`src/rtl/fir_seq_ctrl_pkg.sv`:
```
// Shared definitions for the FIR command sequencer: opcodes, FSM states and
// header field positions.
package fir_seq_ctrl_pkg;

  typedef enum logic [1:0] {
    OP_NOP    = 2'b00,
    OP_LOAD   = 2'b01,
    OP_STREAM = 2'b10,
    OP_RSVD   = 2'b11
  } opcode_t;

  typedef enum logic [2:0] {
    ST_INIT   = 3'd0,
    ST_IDLE   = 3'd1,
    ST_COEF   = 3'd2,
    ST_STREAM = 3'd3,
    ST_DRAIN  = 3'd4
  } state_t;

  // Header byte layout: opcode in the top two bits, burst length minus one below.
  localparam int HDR_OP_HI  = 7;
  localparam int HDR_OP_LO  = 6;
  localparam int HDR_LEN_HI = 5;
  localparam int HDR_LEN_LO = 0;

  function automatic opcode_t hdr_opcode(input logic [7:0] hdr);
    return opcode_t'(hdr[HDR_OP_HI:HDR_OP_LO]);
  endfunction

endpackage

```
`src/rtl/fir_seq_ctrl_if.sv`:
```
// Upstream byte bus and result strobe between the host logic and the sequencer.
interface fir_seq_ctrl_if #(
  parameter int Y_N_SIZE = 14
);
  logic [7:0]          in_data;
  logic                in_valid;
  logic                in_ready;
  logic [Y_N_SIZE-1:0] out_data;
  logic                out_valid;

  // Host side: sends bytes, receives results.
  modport master (
    output in_data, in_valid,
    input  in_ready, out_data, out_valid
  );

  // Sequencer side.
  modport slave (
    input  in_data, in_valid,
    output in_ready, out_data, out_valid
  );
endinterface

```
`src/rtl/fir_capture_align.sv`:
```
// Tracks which FIR input cycles carried real samples and strobes out the
// matching FIR results FIR_LATENCY cycles later.
module fir_capture_align #(
  parameter int FIR_LATENCY = 2,
  parameter int Y_N_SIZE    = 14
) (
  input  logic                clk,
  input  logic                reset,
  input  logic                sample_flag,
  input  logic [Y_N_SIZE-1:0] fir_y_n,
  output logic [Y_N_SIZE-1:0] out_data,
  output logic                out_valid
);

  logic [FIR_LATENCY-1:0] flag_reg;
  logic [Y_N_SIZE-1:0]    data_reg;

  // Flag pipeline aligned to the FIR latency; result held once its flag exits.
  always_ff @(posedge clk) begin
    if (reset) begin
      flag_reg <= '0;
      data_reg <= '0;
    end else begin
      flag_reg[0] <= sample_flag;
      for (int i = 1; i < FIR_LATENCY; i++) begin
        flag_reg[i] <= flag_reg[i-1];
      end
      if (flag_reg[FIR_LATENCY-1]) begin
        data_reg <= fir_y_n;
      end
    end
  end

  // During the strobe cycle the FIR is presenting the matching result, so it is
  // passed straight through; the register keeps it stable afterwards.
  assign out_valid = flag_reg[FIR_LATENCY-1];
  assign out_data  = out_valid ? fir_y_n : data_reg;

endmodule

```
`src/rtl/fir_seq_ctrl.sv`:
```
// Byte-stream command sequencer for the adaptive-coefficient FIR: decodes
// headers, loads coefficients, streams bursts, drains the pipeline and
// captures aligned results.
module fir_seq_ctrl
  import fir_seq_ctrl_pkg::*;
#(
  parameter int X_N_SIZE     = 8,
  parameter int Y_N_SIZE     = 14,
  parameter int NBR_OF_TAPS  = 3,
  parameter int SETUP_CYCLES = 4,
  parameter int FIR_LATENCY  = 2
) (
  input  logic                clk,
  input  logic                reset,
  fir_seq_ctrl_if.slave       bus,
  output logic                busy,
  output logic                underrun,
  output logic [X_N_SIZE-1:0] fir_x_n,
  output logic                fir_tvalid,
  output logic                fir_set_coeffs,
  input  logic [Y_N_SIZE-1:0] fir_y_n
);

  // Wide enough for setup count, tap count, burst length (up to 64) and drain.
  localparam int CNT_W = 16;

  state_t              state_reg, state_next;
  logic [CNT_W-1:0]    cnt_reg, cnt_next;
  logic [X_N_SIZE-1:0] coef_hold_reg, coef_hold_next;
  logic                underrun_reg, underrun_next;

  logic [X_N_SIZE-1:0] in_byte;
  logic                in_ready_c;
  logic                sample_flag;
  opcode_t             hdr_op;

  // Byte to FIR width: zero-extend when wider, truncate when narrower.
  for (genvar gi = 0; gi < X_N_SIZE; gi++) begin : g_ext
    if (gi < 8) begin : g_bit
      assign in_byte[gi] = bus.in_data[gi];
    end else begin : g_zero
      assign in_byte[gi] = 1'b0;
    end
  end

  assign hdr_op = hdr_opcode(bus.in_data);

  // State, counters, held coefficient and sticky underrun flag.
  always_ff @(posedge clk) begin
    if (reset) begin
      state_reg     <= ST_INIT;
      cnt_reg       <= '0;
      coef_hold_reg <= '0;
      underrun_reg  <= 1'b0;
    end else begin
      state_reg     <= state_next;
      cnt_reg       <= cnt_next;
      coef_hold_reg <= coef_hold_next;
      underrun_reg  <= underrun_next;
    end
  end

  // Next-state decode and FIR-facing outputs; outputs follow the accepted byte
  // in the same cycle.
  always_comb begin
    state_next     = state_reg;
    cnt_next       = cnt_reg;
    coef_hold_next = coef_hold_reg;
    underrun_next  = underrun_reg;
    in_ready_c     = 1'b0;
    fir_x_n        = '0;
    fir_tvalid     = 1'b0;
    fir_set_coeffs = 1'b0;
    sample_flag    = 1'b0;

    case (state_reg)
      ST_INIT: begin
        if (cnt_reg == CNT_W'(SETUP_CYCLES - 1)) begin
          state_next = ST_IDLE;
          cnt_next   = '0;
        end else begin
          cnt_next = cnt_reg + 1'b1;
        end
      end

      ST_IDLE: begin
        in_ready_c = 1'b1;
        if (bus.in_valid) begin
          case (hdr_op)
            OP_NOP: underrun_next = 1'b0;
            OP_LOAD: begin
              state_next     = ST_COEF;
              cnt_next       = '0;
              coef_hold_next = '0;
            end
            OP_STREAM: begin
              state_next = ST_STREAM;
              cnt_next   = CNT_W'(bus.in_data[HDR_LEN_HI:HDR_LEN_LO]) + 1'b1;
            end
            default: ;  // reserved: ignored, underrun left alone
          endcase
        end
      end

      ST_COEF: begin
        in_ready_c = 1'b1;
        fir_x_n    = coef_hold_reg;
        if (bus.in_valid) begin
          fir_set_coeffs = 1'b1;
          fir_x_n        = in_byte;
          coef_hold_next = in_byte;
          if (cnt_reg == CNT_W'(NBR_OF_TAPS - 1)) begin
            state_next = ST_IDLE;
            cnt_next   = '0;
          end else begin
            cnt_next = cnt_reg + 1'b1;
          end
        end
      end

      ST_STREAM: begin
        in_ready_c = 1'b1;
        fir_tvalid = 1'b1;
        if (bus.in_valid) begin
          fir_x_n     = in_byte;
          sample_flag = 1'b1;
          if (cnt_reg == CNT_W'(1)) begin
            state_next = ST_DRAIN;
            cnt_next   = '0;
          end else begin
            cnt_next = cnt_reg - 1'b1;
          end
        end else begin
          // Keep the FIR clocking with a zero sample rather than stalling it.
          underrun_next = 1'b1;
        end
      end

      ST_DRAIN: begin
        fir_tvalid = 1'b1;
        if (cnt_reg == CNT_W'(FIR_LATENCY - 1)) begin
          state_next = ST_IDLE;
          cnt_next   = '0;
        end else begin
          cnt_next = cnt_reg + 1'b1;
        end
      end

      default: begin
        state_next = ST_INIT;
        cnt_next   = '0;
      end
    endcase
  end

  assign bus.in_ready = in_ready_c;
  assign busy         = (state_reg != ST_IDLE);
  assign underrun     = underrun_reg;

  fir_capture_align #(
    .FIR_LATENCY (FIR_LATENCY),
    .Y_N_SIZE    (Y_N_SIZE)
  ) u_capture (
    .clk         (clk),
    .reset       (reset),
    .sample_flag (sample_flag),
    .fir_y_n     (fir_y_n),
    .out_data    (bus.out_data),
    .out_valid   (bus.out_valid)
  );

endmodule

```
`src/flat_wrapper.sv`:
```
// flat-port wrapper written by rule: the top's interface ports become plain ports
module fir_seq_ctrl_flat import fir_seq_ctrl_pkg::*;
#(
  parameter int X_N_SIZE     = 8,
  parameter int Y_N_SIZE     = 14,
  parameter int NBR_OF_TAPS  = 3,
  parameter int SETUP_CYCLES = 4,
  parameter int FIR_LATENCY  = 2
)
  (clk, reset, busy, underrun, fir_x_n, fir_tvalid, fir_set_coeffs, fir_y_n, bus_in_data, bus_in_valid, bus_in_ready, bus_out_data, bus_out_valid);
  fir_seq_ctrl_if #(.Y_N_SIZE(Y_N_SIZE)) bus_i ();
  input  logic clk;
  input  logic reset;
  output logic busy;
  output logic underrun;
  output logic [X_N_SIZE-1:0] fir_x_n;
  output logic fir_tvalid;
  output logic fir_set_coeffs;
  input  logic [Y_N_SIZE-1:0] fir_y_n;
  input wire logic [$bits(bus_i.in_data)-1:0] bus_in_data;
  input wire logic [$bits(bus_i.in_valid)-1:0] bus_in_valid;
  output wire logic [$bits(bus_i.in_ready)-1:0] bus_in_ready;
  output wire logic [$bits(bus_i.out_data)-1:0] bus_out_data;
  output wire logic [$bits(bus_i.out_valid)-1:0] bus_out_valid;
  assign bus_i.in_data = bus_in_data;
  assign bus_i.in_valid = bus_in_valid;
  assign bus_in_ready = bus_i.in_ready;
  assign bus_out_data = bus_i.out_data;
  assign bus_out_valid = bus_i.out_valid;
  fir_seq_ctrl #(.X_N_SIZE(X_N_SIZE), .Y_N_SIZE(Y_N_SIZE), .NBR_OF_TAPS(NBR_OF_TAPS), .SETUP_CYCLES(SETUP_CYCLES), .FIR_LATENCY(FIR_LATENCY)) u_core (.clk(clk), .reset(reset), .bus(bus_i), .busy(busy), .underrun(underrun), .fir_x_n(fir_x_n), .fir_tvalid(fir_tvalid), .fir_set_coeffs(fir_set_coeffs), .fir_y_n(fir_y_n));
endmodule
```
`config.mk`:
```
export PLATFORM = sky130hd
export DESIGN_NAME = fir_seq_ctrl_flat
export DESIGN_NICKNAME = d
export VERILOG_FILES = /design/src/rtl/fir_seq_ctrl_pkg.sv /design/src/rtl/fir_seq_ctrl_if.sv /design/src/rtl/fir_capture_align.sv /design/src/rtl/fir_seq_ctrl.sv /design/src/flat_wrapper.sv
export SDC_FILE = /design/constraint.sdc
export NUM_CORES = 1
export LEC_CHECK = 0
export CORE_MARGIN = 10
export CORE_UTILIZATION = 50
export CTS_BUF_LIST = sky130_fd_sc_hd__clkbuf_4 sky130_fd_sc_hd__clkbuf_8
export CTS_CLUSTER_SIZE = 16
export DETAILED_ROUTE_END_ITERATION = 10
export PLACE_DENSITY = 0.83
export SKIP_CTS_REPAIR_TIMING = 1
export SLEW_MARGIN = 20
export SYNTH_ARGS = -nofsm -noshare
export SYNTH_HDL_FRONTEND = slang
export SYNTH_HIERARCHICAL = 1
export SYNTH_SLANG_ARGS = --single-unit
export TNS_END_PERCENT = 20
```
`constraint.sdc`:
```
create_clock -name clk -period 2 [get_ports clk]
set_clock_uncertainty 0.05 [all_clocks]
set_input_delay 0.5 -clock clk [delete_from_list [all_inputs] [get_ports clk]]
set_output_delay 0.5 -clock clk [all_outputs]
set_load 0.1 [all_outputs]
```
# After elaboration in Yosys (flattened, before gate mapping)
# Cells that the tools add are included.
# word_totals
register_bits	44
output_inout_bits	28
memories	0
mem_bits_rw	0
rom_bits	0
input_bits	25
latch_bits	0
elab_cells	76
# op_classes
n_mux	33
n_lt_le_gt_ge	0
addsub	3
shifts	0
eq_ne	21
n_mul	0
bitwise_logic	1
div_mod_pow	0
n_reduce_logical	11
# op_table
operator	n
2-to-1 mux 16 bit	7
case mux 16 bit (5 select lines)	1
equality test 16 x 2 -> 1 bit, second input constant	2
2-to-1 mux 8 bit	4
case mux 16 bit (2 select lines)	1
case mux 8 bit (2 select lines)	2
2-to-1 mux 3 bit	7
adder 16 x 1 -> 16 bit, second input constant	1
equality test 16 x 1 -> 1 bit, second input constant	1
subtractor 16 x 1 -> 16 bit, second input constant	1
case mux 3 bit (5 select lines)	1
2-to-1 mux 14 bit	1
inequality test 2 x 1 -> 1 bit, second input constant	5
inequality test 2 bit, second input constant	5
AND reduction 4 bit	2
AND reduction 8 bit	1
adder 6 x 1 -> 7 bit, second input constant	1
2-to-1 mux 1 bit	7
equality test 3 x 2 -> 1 bit, second input constant	2
case mux 3 bit (2 select lines)	1
nonzero test 2 bit	2
OR reduction 2 bit	2
equality test 3 x 1 -> 1 bit, second input constant	1
equality test 3 bit, second input constant	1
other kinds (10)	10

# Logic depth before layout (Yosys ltp)
# Gate-level depths: netlist of the first run.
# depth
word_depth	4
depth_mapped	9
depth_no_buf	8

# By module
# Netlist of the first run, hierarchy kept.
# modules_own_cells
module	instances	area_per_inst_um2	seq_area_each_um2	cells_each
fir_seq_ctrl	1	2328.5	560.5	313
fir_capture_align	1	663.1	320.3	48

# Least setup slack after synthesis of the first run
# OpenSTA, ideal clock, no wires.
# synth_timing
path_type	reg2reg
start	reg u_core.state_reg[0]
end	reg u_core.cnt_reg[13]
required_ps	1859
path_slack_ps	-1053
t_arrival_ps	2912
setup_time_ps	91
path_stages_with_launch	8
n_path_buf	2
period_less_slack_ps	3053
path_cell_list	dfxtp_1 > clkbuf_1 > nor2_1 > nor2_1 > and2_1 > clkbuf_1 > o21ai_0 > a311oi_1
# synth_between
elab_chain_len	3
word_cells_on_any_way	11
classes_between	8 x eq/ne; 1 x mux; 2 x reduce/logical
# synth_rtl
item	line	rtl
start, declared	fir_seq_ctrl.sv:27	state_t state_reg, state_next;
start signal, assigned	fir_seq_ctrl.sv:56	state_reg <= state_next;
equality test 3 x 1 -> 1 bit / equality test 3 x 2 -> 1 bit (equally long branches)	fir_seq_ctrl.sv:76	case (state_reg)
inequality test 3 bit (no line) / inequality test 2 bit (equally long branches)	--	
AND reduction 4 bit (no line)	--	
end signal, assigned	fir_seq_ctrl.sv:57	cnt_reg <= cnt_next;
end, declared	fir_seq_ctrl.sv:28	logic [CNT_W-1:0] cnt_reg, cnt_next;
# Several ways; a longest one is shown, not always the timed one.
# A chain may end at the register's enable or synchronous reset.

# Worst setup path after layout of the first run
# layout_timing
start	reg u_core.cnt_reg[7]
end	reg u_core.cnt_reg[14]
# layout_between
elab_chain_len	4
word_cells_on_any_way	12
classes_between	2 x add/sub; 3 x eq/ne; 7 x mux
# layout_rtl
item	line	rtl
subtractor 16 x 1 -> 16 bit (tied with other cells)	fir_seq_ctrl.sv:131	cnt_next = cnt_reg - 1'b1;
2-to-1 mux 16 bit (on tied branches)	fir_seq_ctrl.sv:127, fir_seq_ctrl.sv:112	
2-to-1 mux 16 bit (on tied branches)	fir_seq_ctrl.sv:124, fir_seq_ctrl.sv:108	
case mux 16 bit (5 select lines) (*)	fir_seq_ctrl.sv:76	
# Every way passes the cells marked *; elsewhere a longest branch is shown, timed or not. The select of a mux whose other input is x is not followed.

==> results of run 1 <==
report_power, final:
group / internal [mW] / switching [mW] / total [mW]
Clock: 0.409 / 0.329 / 0.738
Sequential: 0.930 / 0.0767 / 1.01
Combinational: 1.05 / 1.49 / 2.54
critical path, stage by stage, from the launching register on:
cell      delay, ns
dfxtp_1        0.33
nor4_2         0.36
nand2_2        0.23
buf_4          0.19
nor2_1         0.23
buf_4          0.19
nand3_1        0.13
a21boi_0       0.22
o221a_1        0.23
cell type report:
| class | count | area, um^2 | area share (%) |
|---|---|---|---|
| Clock inverter | 2 | 38.8 | 0.809 |
| Timing Repair Buffer | 127 | 1420 | 29.6 |
| Multi-Input combinational cell | 283 | 2240 | 46.8 |
| Tap cell | 75 | 93.8 | 1.96 |
| Inverter | 6 | 22.5 | 0.469 |
| Clock buffer | 6 | 82.6 | 1.72 |
| Sequential cell | 44 | 897 | 18.7 |
synth_stat cells (6+ instances only):
cell type / n
xor2_1: 7
o21ai_0: 13
mux2_4: 10
a211oi_1: 6
buf_2: 9
a21oi_1: 26
and2_1: 9
and2b_1: 7
inv_1: 6
xnor2_1: 11
nor3b_1: 8
nor2b_1: 12
nand2_1: 22
a31oi_1: 6
clkbuf_1: 16
nand3_1: 14
nor2_1: 36
nor3_1: 11
dfxtp_1: 44
a22oi_1: 8
path summary, 6_finish.rpt:
| path | from | endpoint | cells after the start | slack [ns] |
|---|---|---|---|---|
| worst min-delay path | u_core/u_capture/flag_reg[0] | u_core/u_capture/flag_reg[1] | 1 | 0.41 |
| worst max register to register | u_core/cnt_reg[7] | u_core/cnt_reg[14] | 8 | -0.22 |
| worst min register to register | u_core/u_capture/flag_reg[0] | u_core/u_capture/flag_reg[1] | 1 | 0.41 |
| worst max-delay path | u_core/cnt_reg[7] | u_core/cnt_reg[14] | 8 | -0.22 |
routing by layer:
| layer | up-vias | track usage (%) | wire length, um |
|---|---|---|---|
| met3 | 78 | 3.56 | 1110 |
| li1 | 1511 | - | - |
| met5 | - | 0 | 0 |
| met1 | 1699 | 21.2 | 4190 |
| met2 | 270 | 32.2 | 5800 |
| met4 | 0 | 6.82 | 755 |
cell families after synthesis:
kind of cell / after synthesis / share of synthesized area (%)
AND/OR/NAND/NOR: 153 / 29.7
AO/OA/AOI/OAI: 91 / 21.0
flip-flops: 44 / 29.4
buffers and inverters: 35 / 5.52
XOR/XNOR: 18 / 5.27
multiplexers: 15 / 6.90
adder cells (fa/ha/maj): 5 / 2.09
==> impl_metrics.csv, run 1 <==
group,metric,value,unit
critical_path,path_max_fanout,5,
timing,min_period_over_period,111,%
floorplanning,rows,28,
outcome,run_status,"finished with violations",
finish,antenna_cells,0,
global_routing,grt_max_degree,18,
floorplanning,pin_count,53,
placement,place_congestion,0.925,
finish,finalNetCount,497,
synthesis,yosys.area.top_type,"dfxtp_1",
detailed_routing,drc,0,
synthesis,synth_area,0.00299,mm^2
clocking,cts_buffers,5,
detailed_routing,wl_per_cell,21.8,um
timing,max-slew-margin-rel,69.8,%
critical_path,crit_path_start_kind,"flip-flop",
detailed_routing,dr.pass1.iters,7,
power_and_ir_drop,p_per_area,893,mW/mm^2
min_path,hold_class,"reg2reg",
synthesis,yosys_register_bits,44,
synthesis,ys_async_sr_fraction,0,%
finish,fillers,302,
synthesis,synth_top_area_share,29.4,%
synthesis,synth.area.top_cells,"dfxtp_1, mux2_4, nor2_1",
clocking,clock-root-buffer,"clkbuf_8",
finish,fin_cells,543,
floorplanning,die_x,97.4,um
synthesis,yosysWarnings,6,
synthesis,synthCells,361,
placement,hpwl,7.32,mm
timing,timing.hold.ws,0.410,ns
floorplanning,die_y,97.4,um
finish,fin_area,0.00480,mm^2
finish,fin_util,82.0,%
floorplanning,start_util,51.1,%
detailed_routing,vias_per_cell,6.55,
timing,hold_viol_final,0,
finish,area_delta_synth_final,60.4,%
clocking,cts_sinks,44,
detailed_routing,drtIter0Drc,380,
finish,largest_register_ff_count,16,
placement,dp_cells,525,
critical_path,crit_required,2.20,ns
floorplanning,die_area,0.00948,mm^2
finish,drive_gt1_share,42.1,%
clocking,clk_pin_slew,0.08,ns
power_and_ir_drop,power.total,4.28,mW
clocking,clk_latency,0.31,ns
synthesis,yosysSeqAreaShare,29.4,%
detailed_routing,num_vias,3558,
floorplanning,core,0.00585,mm^2
timing,drv_slew,0,
timing,max_freq,450,MHz
timing,rsz0062_at_grt,"yes",
timing,fin_setup_tns,-2.26,ns
global_routing,grt_pass1_vias,3082,
synthesis,synth_cell_type_count,59,
power_and_ir_drop,ir_worst_vdd,0.877,mV
power_and_ir_drop,p_leak,1.92,nW
critical_path,cp_data_arrival_time,2.42,ns
placement,place_area,0.00435,mm^2
placement,pre_cts_ws,-0.462,ns
timing,worst_slew_pin_slew,0.449,ns
detailed_routing,ant_nets,0,
synthesis,postSynthAreaPerCell,8.29,um^2
clocking,h-tree-depth,2,
critical_path,crit_type,"reg2reg",
global_routing,grt_overflow,0,
global_routing,grt_usage,18.3,%
global_routing,antenna_found_initial,0,
synthesis,synth-edff-count,0,
placement,port-buffer-count,52,
detailed_routing,routed_wl,11.9,mm
timing,setup_viol,23,
global_routing,grt_pass1_wl,14.8,mm
synthesis,synthesis.nets,391,
flow_run,max-cap-violations,0,
critical_path,cp-end-kind,"flip-flop",
timing,min_period,2.22,ns
clocking,cts_tree,"done",
clocking,clockBufferDepth,2,
outcome,failed_checks,"setup timing",
finish,mostFrequentLayoutCells,"buf_4, dfxtp_1, buf_12",
synthesis,synthFlopType,"dfxtp_1",
timing,layout_setup_ws,-0.220,ns
finish,final_common_cell,"buf_4",
Power figures use the tool's default switching activity.
==> inputs of run 2 (changes only) <==
- PLACE_DENSITY: 0.83 -> default
- PLACE_DENSITY_LB_ADDON: default -> 0.25
==> impl_metrics.csv, run 2 (synthesized netlist as in run 1, its figures left out) <==
group,metric,value,unit
floorplanning,die_area,0.00948,mm^2
detailed_routing,drc,0,
global_routing,grt_max_degree,29,
power_and_ir_drop,ir_worst_vdd,0.632,mV
critical_path,r2r_start,"u_core/cnt_reg[7]",
timing,min_period_over_period,117,%
critical_path,cp-end-kind,"flip-flop",
detailed_routing,routed_wl,11.9,mm
min_path,hold_class,"reg2reg",
finish,fin_cells,546,
floorplanning,start_util,51.1,%
critical_path,crit_chain,"nor4_1 > nand2_2 > buf_4 > nor3_1 > o21ai_2 > or3_1 > a21oi_1",
global_routing,grt_overflow,0,
placement,place_congestion,0.890,
power_and_ir_drop,p_per_area,870,mW/mm^2
finish,finalNetCount,500,
timing,max-slew-margin-rel,50.9,%
detailed_routing,dr.pass1.iters,7,
clocking,cts_sinks,44,
clocking,cts_tree,"done",
timing,rsz0062_at_grt,"yes",
finish,mostFrequentLayoutCells,"buf_4, dfxtp_1, buf_12",
clocking,clk_pin_slew,0.10,ns
placement,hpwl,7.10,mm
timing,hold_viol_final,0,
critical_path,slowest_delay,0.34,ns
placement,port-buffer-count,52,
floorplanning,die_y,97.4,um
finish,area_delta_synth_final,62.1,%
floorplanning,die_x,97.4,um
critical_path,cp_data_arrival_time,2.50,ns
global_routing,antenna_found_initial,0,
detailed_routing,num_vias,3543,
critical_path,crit_path_start_kind,"flip-flop",
global_routing,grt_usage,18.6,%
timing,drv_slew,0,
timing,setup_viol,21,
power_and_ir_drop,p_leak,1.92,nW
global_routing,grt_pass1_vias,3064,
min_path,min_from,"u_core/u_capture/flag_reg[0]",
clocking,clockBufferDepth,2,
clocking,clk_latency,0.32,ns
timing,min_period,2.35,ns
finish,final_common_cell,"buf_4",
finish,antenna_cells,0,
finish,largest_register_ff_count,16,
min_path,whs_endpoint,"u_core/u_capture/flag_reg[1]",
clocking,clock-root-buffer,"clkbuf_8",
outcome,failed_checks,"setup timing",
critical_path,crit_type,"reg2reg",
placement,dp_cells,527,
min_path,holdPathStages,1,
critical_path,regToRegSetupSlack,-0.35,ns
critical_path,cpMaxStageDelayCell,"nor4_1",
detailed_routing,vias_per_cell,6.49,
timing,layout_setup_ws,-0.347,ns
outcome,run_status,"finished with violations",
global_routing,grt_pass1_wl,15.1,mm
floorplanning,rows,28,
flow_run,max-cap-violations,0,
floorplanning,core,0.00585,mm^2
detailed_routing,drtIter0Drc,316,
finish,drive_gt1_share,42.0,%
clocking,h-tree-depth,2,
critical_path,r2r-end,"u_core/state_reg[2]",
detailed_routing,ant_nets,0,
placement,pre_cts_ws,-0.471,ns
critical_path,r2r_cells,7,
critical_path,path_max_fanout,5,
timing,max_freq,426,MHz
detailed_routing,wl_per_cell,21.8,um
floorplanning,pin_count,53,
clocking,cts_buffers,5,
critical_path,crit_required,2.15,ns
timing,worst_slew_pin_slew,0.731,ns
==> run 2: worst max-delay path by stage <==
stage	from	endpoint	slack [ns]	depth (start not counted)
after global placement	bus_in_data[7]	u_core/cnt_reg[2]	-0.32	7
after detailed placement	bus_in_data[7]	u_core/cnt_reg[9]	-0.47	8
after floorplan	u_core/state_reg[2]	fir_set_coeffs	-0.29	4
after CTS	bus_in_valid	fir_x_n[7]	-0.32	6
final	u_core/cnt_reg[7]	u_core/state_reg[2]	-0.35	7
after global routing	u_core/cnt_reg[7]	u_core/state_reg[2]	-0.38	7
==> run 2: where the power goes <==
| part | switching, mW | internal, mW |
|---|---|---|
| registers | 0.0975 | 0.940 |
| logic | 1.45 | 1.11 |
| clock network | 0.334 | 0.295 |
==> run 2: cell type report <==
| cell class | instances | area [um^2] |
|---|---|---|
| clock buffers | 7 | 90.1 |
| clock inverters | 1 | 7.51 |
| fillers | 284 | 1000 |
| inverters | 6 | 22.5 |
| multi-input cells | 282 | 2210 |
| flip-flops and latches | 44 | 902 |
| well taps | 75 | 93.8 |
| repair buffers | 131 | 1530 |
==> run 2: per-stage QoR <==
| stage | power [mW] | TNS, ns | hold slack [ns] | util [%] | instance area, um^2 |
|---|---|---|---|---|---|
| floorplan | 2.24 | -1.90 | 0.364 | - | 3150 |
| global placement | 3.09 | -8.57 | 0.376 | 75.2 | 4400 |
| detailed placement | 3.15 | -11.54 | 0.381 | 75.2 | 4400 |
| CTS | 3.77 | -3.71 | 0.396 | 76.9 | 4500 |
| global route | 4.35 | -3.01 | 0.421 | 82.9 | 4850 |
| finish | 4.22 | -1.48 | 0.401 | 82.9 | 4850 |
==> run 2: layer usage <==
layer	share of wire, %	GRT usage, %	up-vias
li1	-	-	1530
met1	36	21.6	1669
met2	47	32.4	254
met3	8.8	3.98	90
met4	7.3	7.05	0
met5	0	0	-
==> run 2: critical path: cells and delay by family (launching register included) <==
family / cells / cell delay (ns)
compound gates: 2 / 0.47
buf+inv: 1 / 0.20
flops: 1 / 0.32
simple gates: 4 / 1.20
==> inputs of run 3 (changes only) <==
- SLEW_MARGIN: 20 -> default
==> results of run 3 <==
Same layout as run 2: the final DEF is identical, and so are final timing and power.
